[config.mk]
export PLATFORM = sky130hd
export DESIGN_NAME = uart_tx_queue_flat
export DESIGN_NICKNAME = d
export VERILOG_FILES = /design/src/rtl/uart_pkg.sv /design/src/rtl/uart_tx_queue_if.sv /design/src/rtl/uart_sync_fifo.sv /design/src/rtl/uart_tx_queue.sv /design/src/flat_wrapper.sv
export SDC_FILE = /design/constraint.sdc
export NUM_CORES = 1
export LEC_CHECK = 0
export ABC_AREA = 1
export CORE_MARGIN = 2
export CORE_UTILIZATION = 38
export CTS_BUF_LIST = sky130_fd_sc_hd__clkbuf_8
export CTS_CLUSTER_DIAMETER = 150
export DETAILED_ROUTE_END_ITERATION = 16
export GPL_TIMING_DRIVEN = 1
export MAX_ROUTING_LAYER = met4
export PLACE_DENSITY = 0.55
export SLEW_MARGIN = 5
export SYNTH_ARGS = -nofsm -noshare
export SYNTH_HDL_FRONTEND = slang
export SYNTH_SLANG_ARGS = --single-unit
export TNS_END_PERCENT = 50
[constraint.sdc]
create_clock -name clk -period 3.1 [get_ports clk]
set_clock_uncertainty 0.1 [all_clocks]
set_input_delay 0.62 -clock clk [delete_from_list [all_inputs] [get_ports clk]]
set_output_delay 0.62 -clock clk [all_outputs]
set_load 0.02 [all_outputs]
[src/rtl/uart_pkg.sv]
// Shared definitions for the UART transmit path: byte width and the
// transmit-queue launch FSM state encoding.
package uart_pkg;

  localparam int UART_DW = 8;

  typedef enum logic [1:0] {
    IDLE      = 2'd0,
    WAIT_BUSY = 2'd1,
    RELAUNCH  = 2'd2,
    WAIT_DONE = 2'd3
  } txq_state_t;

endpackage

[src/rtl/uart_tx_queue_if.sv]
// Transmit-queue bus: system-side valid/ready byte stream plus the launch
// interface toward the UART top level (start/data_in/tx_busy).
// slave  = the queue's view, master = the system + UART view.
interface uart_tx_queue_if;
  import uart_pkg::*;

  logic               s_valid;
  logic               s_ready;
  logic [UART_DW-1:0] s_data;
  logic               uart_start;
  logic [UART_DW-1:0] uart_data;
  logic               uart_busy;

  modport master (
    output s_valid, s_data, uart_busy,
    input  s_ready, uart_start, uart_data
  );

  modport slave (
    input  s_valid, s_data, uart_busy,
    output s_ready, uart_start, uart_data
  );

endinterface

[src/rtl/uart_sync_fifo.sv]
// Single-clock FIFO with registered full flag and a registered read-data
// output that only updates on a pop. Flush clears pointers and count and
// overrides any push or pop in the same cycle. A push while full is refused
// even if a pop happens in that cycle.
module uart_sync_fifo #(
  parameter int DEPTH = 16,
  parameter int WIDTH = 8
) (
  input  logic                     clk,
  input  logic                     rst_n,
  input  logic                     push,
  input  logic                     pop,
  input  logic                     flush,
  input  logic [WIDTH-1:0]         wr_data,
  output logic [WIDTH-1:0]         rd_data,
  output logic                     full,
  output logic                     empty,
  output logic [$clog2(DEPTH):0]   count
);

  localparam int AW = $clog2(DEPTH);
  localparam int CW = AW + 1;

  logic [WIDTH-1:0] mem [DEPTH];
  logic [AW-1:0]    wr_ptr_reg;
  logic [AW-1:0]    rd_ptr_reg;
  logic [CW-1:0]    count_reg;
  logic [CW-1:0]    count_next;
  logic             full_reg;
  logic [WIDTH-1:0] rd_data_reg;
  logic             do_push;
  logic             do_pop;

  assign do_push = push && !full_reg && !flush;
  assign do_pop  = pop && (count_reg != '0) && !flush;

  // Next occupancy: flush wins, simultaneous push+pop leaves it unchanged.
  always_comb begin
    count_next = count_reg;
    if (flush) begin
      count_next = '0;
    end else begin
      case ({do_push, do_pop})
        2'b10:   count_next = count_reg + CW'(1);
        2'b01:   count_next = count_reg - CW'(1);
        default: count_next = count_reg;
      endcase
    end
  end

  // Pointers, occupancy and the registered full flag.
  always_ff @(posedge clk or negedge rst_n) begin
    if (!rst_n) begin
      wr_ptr_reg <= '0;
      rd_ptr_reg <= '0;
      count_reg  <= '0;
      full_reg   <= 1'b0;
    end else begin
      if (flush) begin
        wr_ptr_reg <= '0;
        rd_ptr_reg <= '0;
      end else begin
        if (do_push) wr_ptr_reg <= wr_ptr_reg + AW'(1);
        if (do_pop)  rd_ptr_reg <= rd_ptr_reg + AW'(1);
      end
      count_reg <= count_next;
      full_reg  <= (count_next == CW'(DEPTH));
    end
  end

  // Storage array; no reset so it maps onto block RAM.
  always_ff @(posedge clk) begin
    if (do_push) mem[wr_ptr_reg] <= wr_data;
  end

  // Registered read port; holds the last popped entry between pops.
  always_ff @(posedge clk or negedge rst_n) begin
    if (!rst_n) begin
      rd_data_reg <= '0;
    end else if (do_pop) begin
      rd_data_reg <= mem[rd_ptr_reg];
    end
  end

  assign rd_data = rd_data_reg;
  assign full    = full_reg;
  assign empty   = (count_reg == '0);
  assign count   = count_reg;

endmodule

[src/rtl/uart_tx_queue.sv]
// Buffered UART transmit front-end. Bytes arrive on a valid/ready stream,
// are queued in uart_sync_fifo and launched one at a time into the UART with
// a one-cycle start pulse. If the UART does not raise busy within BUSY_WAIT
// cycles of a launch, the same byte is launched again.
// Optional build macro UART_TXQ_LEVEL_EN adds the level and almost_full ports.
module uart_tx_queue
  import uart_pkg::*;
#(
  parameter int DEPTH     = 16,
  parameter int BUSY_WAIT = 16
) (
  input  logic              clk,
  input  logic              rst_n,
  uart_tx_queue_if.slave    bus,
  input  logic              flush,
  output logic              idle
`ifdef UART_TXQ_LEVEL_EN
  ,
  output logic [$clog2(DEPTH):0] level,
  output logic                   almost_full
`endif
);

  localparam int CW = $clog2(DEPTH) + 1;
  localparam int WW = $clog2(BUSY_WAIT);

  txq_state_t         state_reg;
  txq_state_t         state_next;
  logic [WW-1:0]      cnt_reg;
  logic [WW-1:0]      cnt_next;
  logic               start_reg;
  logic               start_next;
  logic               pop;
  logic               fifo_full;
  logic               fifo_empty;
  logic [CW-1:0]      fifo_count;
  logic [UART_DW-1:0] fifo_rd_data;

  // The FIFO's read register is the byte presented to the UART: it changes
  // only on a pop, so a relaunch resends exactly the same byte.
  uart_sync_fifo #(
    .DEPTH (DEPTH),
    .WIDTH (UART_DW)
  ) u_fifo (
    .clk     (clk),
    .rst_n   (rst_n),
    .push    (bus.s_valid),
    .pop     (pop),
    .flush   (flush),
    .wr_data (bus.s_data),
    .rd_data (fifo_rd_data),
    .full    (fifo_full),
    .empty   (fifo_empty),
    .count   (fifo_count)
  );

  // Launch FSM next-state: pop and launch from IDLE, watch for busy, retry
  // on timeout, then wait for the UART to finish the frame.
  always_comb begin
    state_next = state_reg;
    cnt_next   = cnt_reg;
    start_next = 1'b0;
    pop        = 1'b0;
    case (state_reg)
      IDLE: begin
        if ((fifo_count != '0) && !flush) begin
          pop        = 1'b1;
          start_next = 1'b1;
          cnt_next   = '0;
          state_next = WAIT_BUSY;
        end
      end
      WAIT_BUSY: begin
        if (bus.uart_busy) begin
          state_next = WAIT_DONE;
        end else if (cnt_reg == WW'(BUSY_WAIT - 1)) begin
          state_next = RELAUNCH;
        end else begin
          cnt_next = cnt_reg + WW'(1);
        end
      end
      RELAUNCH: begin
        start_next = 1'b1;
        cnt_next   = '0;
        state_next = WAIT_BUSY;
      end
      WAIT_DONE: begin
        if (!bus.uart_busy) state_next = IDLE;
      end
      default: state_next = IDLE;
    endcase
  end

  // FSM state, wait counter and registered start pulse.
  always_ff @(posedge clk or negedge rst_n) begin
    if (!rst_n) begin
      state_reg <= IDLE;
      cnt_reg   <= '0;
      start_reg <= 1'b0;
    end else begin
      state_reg <= state_next;
      cnt_reg   <= cnt_next;
      start_reg <= start_next;
    end
  end

  assign bus.s_ready    = !fifo_full;
  assign bus.uart_start = start_reg;
  assign bus.uart_data  = fifo_rd_data;
  assign idle           = fifo_empty && (state_reg == IDLE);

`ifdef UART_TXQ_LEVEL_EN
  logic          push_eff;
  logic [CW-1:0] level_next;
  logic          almost_full_reg;

  assign push_eff = bus.s_valid && !fifo_full && !flush;

  // Occupancy after this edge, used so almost_full lines up with count.
  always_comb begin
    level_next = fifo_count;
    if (flush) begin
      level_next = '0;
    end else if (push_eff && !pop) begin
      level_next = fifo_count + CW'(1);
    end else if (pop && !push_eff) begin
      level_next = fifo_count - CW'(1);
    end
  end

  // Registered almost-full flag, two entries short of full.
  always_ff @(posedge clk or negedge rst_n) begin
    if (!rst_n) begin
      almost_full_reg <= 1'b0;
    end else begin
      almost_full_reg <= (level_next >= CW'(DEPTH - 2));
    end
  end

  assign level       = fifo_count;
  assign almost_full = almost_full_reg;
`endif

endmodule

[src/flat_wrapper.sv]
// flat-port wrapper written by rule: the top's interface ports become plain ports
module uart_tx_queue_flat import uart_pkg::*;
#(
  parameter int DEPTH     = 16,
  parameter int BUSY_WAIT = 16
)
  (clk, rst_n, flush, idle, bus_s_valid, bus_s_data, bus_uart_busy, bus_s_ready, bus_uart_start, bus_uart_data);
  uart_tx_queue_if bus_i ();
  input  logic clk;
  input  logic rst_n;
  input  logic flush;
  output logic idle;
  input wire logic [$bits(bus_i.s_valid)-1:0] bus_s_valid;
  input wire logic [$bits(bus_i.s_data)-1:0] bus_s_data;
  input wire logic [$bits(bus_i.uart_busy)-1:0] bus_uart_busy;
  output wire logic [$bits(bus_i.s_ready)-1:0] bus_s_ready;
  output wire logic [$bits(bus_i.uart_start)-1:0] bus_uart_start;
  output wire logic [$bits(bus_i.uart_data)-1:0] bus_uart_data;
  assign bus_i.s_valid = bus_s_valid;
  assign bus_i.s_data = bus_s_data;
  assign bus_i.uart_busy = bus_uart_busy;
  assign bus_s_ready = bus_i.s_ready;
  assign bus_uart_start = bus_i.uart_start;
  assign bus_uart_data = bus_i.uart_data;
  uart_tx_queue #(.DEPTH(DEPTH), .BUSY_WAIT(BUSY_WAIT)) u_core (.clk(clk), .rst_n(rst_n), .bus(bus_i), .flush(flush), .idle(idle));
endmodule
* Yosys cells after proc, flatten, opt, wreduce, memory -nomap -nowiden
Memories as Yosys holds them, arrays and structs flattened. A register that Yosys moved wholly into a read port is not among the register bits. Index checks and enable logic that the tools add are counted.
Storage, ports and cells: flip-flop bits (word level) 21, input port bits 13, bits in writable memories 128, word-level logic and storage cells 62, output and inout bits 11, memories kept 1
Operators by class: $add $sub $neg 5, reductions and logical operators 17, equality and inequality tests 12, mux-type cells 20
Memories:
- u_core.u_fifo.mem | depth 16, bits a word 8, rd ports 1, clocked after Yosys merged registers in 1, write ports 1, RTL line uart_sync_fifo.sv:24 | logic [WIDTH-1:0] mem [DEPTH];
Operators by type and width (number):
- $mux W4 | 7
- $add A4 B1 Y4 const B | 3
- $pmux W4 S3 | 1
- $pmux W5 S2 | 1
- $mux W2 | 4
- $pmux W2 S4 | 1
- $eq A2 B2 Y1 const B | 3
- $logic_and A1 B1 Y1 | 6
- $ne A2 B2 Y1 const B | 3
- $add A5 B1 Y5 const B | 1
- $eq A5 B5 Y1 const B | 1
- $logic_not A5 Y1 | 1
- $mux W5 | 1
- $reduce_bool A5 Y1 | 1
- $sub A5 B1 Y5 const B | 1
- $eq A2 B1 Y1 const B | 2
- $eq A4 B4 Y1 const B | 1
- $mux W1 | 4
- $reduce_and A4 Y1 | 1
- $reduce_bool A2 Y1 | 2
- $logic_not A1 Y1 | 3
- $ne A3 B2 Y1 const B | 1
- $reduce_and A3 Y1 | 1
- $reduce_bool A3 Y1 | 1
- other kinds (3) | 3

* Logic depth before layout (Yosys ltp)
depth in word-level cells 10, gate-level depth with buffers 16, gate-level depth less buffers 16

* By module
Synthesis repeated with hierarchy kept, for this count alone.
Second synthesis, totals: cell total of the unflattened synthesis 750, area total of the unflattened synthesis 7199.4 sq um
By module, submodules not included:
- uart_sync_fifo | instances 1, seq. area each 4394.2 sq um, area each 6782.8 sq um, cells an instance 693
- uart_tx_queue | instances 1, seq. area each 175.2 sq um, area each 416.6 sq um, cells an instance 57

* Least setup slack after synthesis
No wires, ideal clock.
kind in2reg, start point in flush, end point reg u_core.u_fifo.full_reg, in the netlist u_core.u_fifo.full, data required time 2931 ps, path buffers 1, slack 627 ps, library setup time 69 ps, stages on the path 11, arrival 2304 ps, cells stage by stage inv_2 > nand3_1 > inv_1 > clkbuf_1 > ha_1 > inv_1 > a21oi_1 > or2_2 > a21oi_1 > nand2_1 > nor2_2
On the way: longest elaborated chain between the ends 10, elaborated cells between the ends (all ways) 12, classes of those cells 3 x eq/ne; 4 x mux; 5 x reduce/logical
Ends and longest elaborated chain:
- start: declaration | RTL line flat_wrapper.sv:11 | input logic flush;
- $logic_not A1 Y1 | RTL line uart_sync_fifo.sv:34, uart_sync_fifo.sv:35, uart_tx_queue.sv:66
- $logic_and A1 B1 Y1 | RTL line uart_tx_queue.sv:66 | if ((fifo_count != '0) && !flush) begin
- $mux W1 | RTL line uart_tx_queue.sv:66
- $mux W1 | RTL line uart_tx_queue.sv:64 | case (state_reg)
- $logic_and A1 B1 Y1 (2 in a row) | RTL line uart_sync_fifo.sv:35 | assign do_pop = pop && (count_reg != '0) && !flush;
- $eq A2 B1 Y1 or $eq A2 B2 Y1 (tied branches) | RTL line uart_sync_fifo.sv:43 | case ({do_push, do_pop})
- $pmux W5 S2 | RTL line uart_sync_fifo.sv:43
- $mux W5 * | RTL line uart_sync_fifo.sv:40 | if (flush) begin
- net u_core.u_fifo.count_next[0] | RTL line uart_sync_fifo.sv:28 | logic [CW-1:0] count_next;
- $eq A5 B5 Y1 * | RTL line uart_sync_fifo.sv:67 | full_reg <= (count_next == CW'(DEPTH));
- end signal: assignment | RTL line uart_sync_fifo.sv:67
- end: declaration | RTL line uart_sync_fifo.sv:29 | logic full_reg;
Mark *: on every way through the listed nets, which the timed path passes. The rest lies on a longest branch. A chain may end at the register's enable or synchronous reset.

* Worst setup path in the final report
start point reg u_core.u_fifo.count_reg[0], in the netlist u_core.u_fifo.count[0], end point out idle
On the way: longest elaborated chain between the ends 2
Ends and longest elaborated chain:
- start: declaration | RTL line uart_sync_fifo.sv:27 | logic [CW-1:0] count_reg;
- start signal: assignment | RTL line uart_sync_fifo.sv:66 | count_reg <= count_next;
- $logic_not A5 Y1 | RTL line uart_sync_fifo.sv:87 | assign empty = (count_reg == '0);
- $logic_and A1 B1 Y1 | RTL line uart_tx_queue.sv:110 | assign idle = fifo_empty && (state_reg == IDLE);
- end: declaration | RTL line flat_wrapper.sv:12 | output logic idle;
Every way passes these cells.

==> reports/metrics.cfg <==
[min_path]
worstHoldStart = u_core.u_fifo.rd_data[7]
hp-class = reg -> reg
worstHoldPathCells = 1

[clocking]
cts_buffer_depth = 2
numCtsBuffers = 17
cts_resized = 0
root_buffer = clkbuf_8
post_cts_buffers = 0
insertion_delay_ns = 0.45
htreeDepth = 4
cts_sinks = 157
cts_tree = yes
cts_hold_buf = 0
clkTransAtPathRegs_ns = 0.08

[critical_path]
crit_path_end_kind = output pin
cp_slowest_cell = clkdlybuf4s50_1
worst_ep_required_time_ns = 2.38
cp.arrival_ns = 2.06
critPathLaunch = u_core.u_fifo.count[0]
worstPathMaxFanout = 5
crit_path_cell_trace = nor2_1, nand3_2, nor3_1, clkdlybuf4s50_1
r2r_start = u_core.u_fifo.count[0]
cp_slowest_stage_delay_ns = 0.66
worst-r2r-cell-count = 12
cp-start-kind = register
path_class = reg -> out

[synth]
synthTopCellsByArea = edfxtp_1 59%, dfrtp_1 11%, o21ai_0 5.9%
ys_ff_latch = 157
ys_warn_count = 0
avgSynthCellArea_um2 = 12.16
synth_top_area_share_pct = 58.84
synth_flop_cell = edfxtp_1
synth_area_um2 = 6533
synth-edff-count = 128
syn_inst = 537
ys_types = 31
synth_fp_nets = 558
synth_area_leader_cell = edfxtp_1
async_flop_share_pct = 18.47
synth-seq-area-share_pct = 69.95

[routing]
avgRoutedWirePerCell_um = 18.96
first_iter_violations = 335
ant_nets = 0
viasPerCell = 5.466
first_pass_iters = 5
vias = 4438
remaining_drc_errors = 0
wl_um = 15400

[layout]
largest_reg_flops = 128
seq_area_um2 = 4571
stdcell_count = 812
area_delta_synth_final_pct = 15.46
final_cell_mix = 128 x edfxtp_1, 82 x nor2_1, 77 x o21ai_0
drive_gt1_share_pct = 11.99
multiInputGateArea_um2 = 1743
fillers = 1534
diodes = 0
final_common_cell = edfxtp_1
nets = 600

[place]
gp_congestion = 0.8553
dp_cells = 780
port_buffers = 23
post-dp-hpwl_um = 9193

[die]
die_y_um = 135.1
fp.dieW_um = 135.1
io_pins = 24
fp-row-count = 47
fp.coreArea_um2 = 16700
start_util_pct = 39.11
dieArea_um2 = 18260

[grt]
grt_max_degree = 55
grt_use_total_pct = 18.39
antenna_found_initial = 0
grt_pass1_vias = 4214
grt_overflow = 0
grt_pass1_wl_um = 24000

[timing]
min_period_over_period_pct = 89.54
relSlewSlack_pct = 60.72
setup_violations = 0
tns_ns = 0
maxSlewViolCount = 0
rsz0062_at_grt = no
tightest_slew_ns = 0.5892
final.min_clock_period_ns = 2.776
clock.fmax_mhz = 360.3
hold_viol = 0

[pwr]
p_per_area_nw_per_um2 = 690.1
irDropWorstVdd_mv = 0.2901
leakage_nw = 2.645
total_power_mw = 5.205

[flow_run]
maxCapViolations = 0

[run_status]
status = finished clean

==> per-layer routing <==
layer / vias up / routed length [um] / global-route usage (%)
met5: - / 0 / -
met2: 127 / 7523 / 28.99
met4: 0 / 265 / 5.556
li1: 2054 / - / -
met3: 22 / 711 / 3.904
met1: 2235 / 6895 / 24.13
==> power breakdown <==
| part | internal (mW) | switching, mW |
|---|---|---|
| combinational | 0.404 | 0.706 |
| clock | 0.858 | 0.721 |
| sequential | 2.41 | 0.103 |
| total | 3.68 | 1.53 |
==> Yosys cell counts (4+ instances only) <==
master    instances
o21a_1            9
o21ai_0          77
nor2_1           82
o211ai_1         12
edfxtp_1        128
o221ai_1         20
nand3_1          22
inv_2             4
a21oi_1          12
o22ai_1          12
clkbuf_1         18
dfrtp_1          29
inv_1            24
ha_1              8
buf_2             8
nor3_1           15
nand2_1          38
==> metrics by stage <==
step / util (%) / setup WS, ns / hold WS [ns] / cell area (um2)
global placement: 42.70 / 0.1929 / 0.3745 / 7131
global route: 45.16 / 0.1929 / 0.4093 / 7542
floorplan: - / 0.6267 / 0.2244 / 6533
finish: 45.16 / 0.3244 / 0.3915 / 7542
CTS: 45.16 / 0.2763 / 0.3974 / 7542
detailed placement: 42.70 / 0.1155 / 0.3802 / 7131
==> cell families (layout without fill, tap and decap cells) <==
group | after synthesis | count (layout) | synth area share [%]
adders and majority gates | 8 | 8 | 1.532
AOI/OAI and AO/OA | 143 | 143 | 13.18
xor gates and xnor gates | 1 | 1 | 0.1341
buffers and inverters | 56 | 111 | 3.371
and+or+nand+nor | 172 | 172 | 11.84
DFF | 157 | 157 | 69.95
==> area by class of cell <==
type | instances | share of cell area, %
clock buffers | 17 | 3.102
flip-flops and latches | 157 | 60.60
well taps | 220 | 3.650
inverters | 29 | 1.443
multi-input cells | 324 | 23.11
clock inverters | 15 | 2.356
repair buffers | 50 | 5.740
==> path summary, 6_finish.rpt <==
| check | end | slack, ns |
|---|---|---|
| setup / recovery | idle | 0.32 |
| max in group asynchronous | u_core.u_fifo.rd_ptr_reg[0] | 2.08 |
| min in group asynchronous | u_core.u_fifo.count[4] | 0.48 |
| setup reg to reg | u_core.u_fifo.full | 0.67 |
| hold reg to reg | u_core.u_fifo.rd_data[7] | 0.39 |
| hold / removal | u_core.u_fifo.rd_data[7] | 0.39 |
==> critical path, delay by kind of cell, from the launching register on <==
kind | cells | cell delay, ns
buffers and inverters | 1 | 0.66
AND/OR/NAND/NOR | 3 | 0.51
flip-flops | 1 | 0.44
No activity file was read; power rests on OpenSTA's default activity.
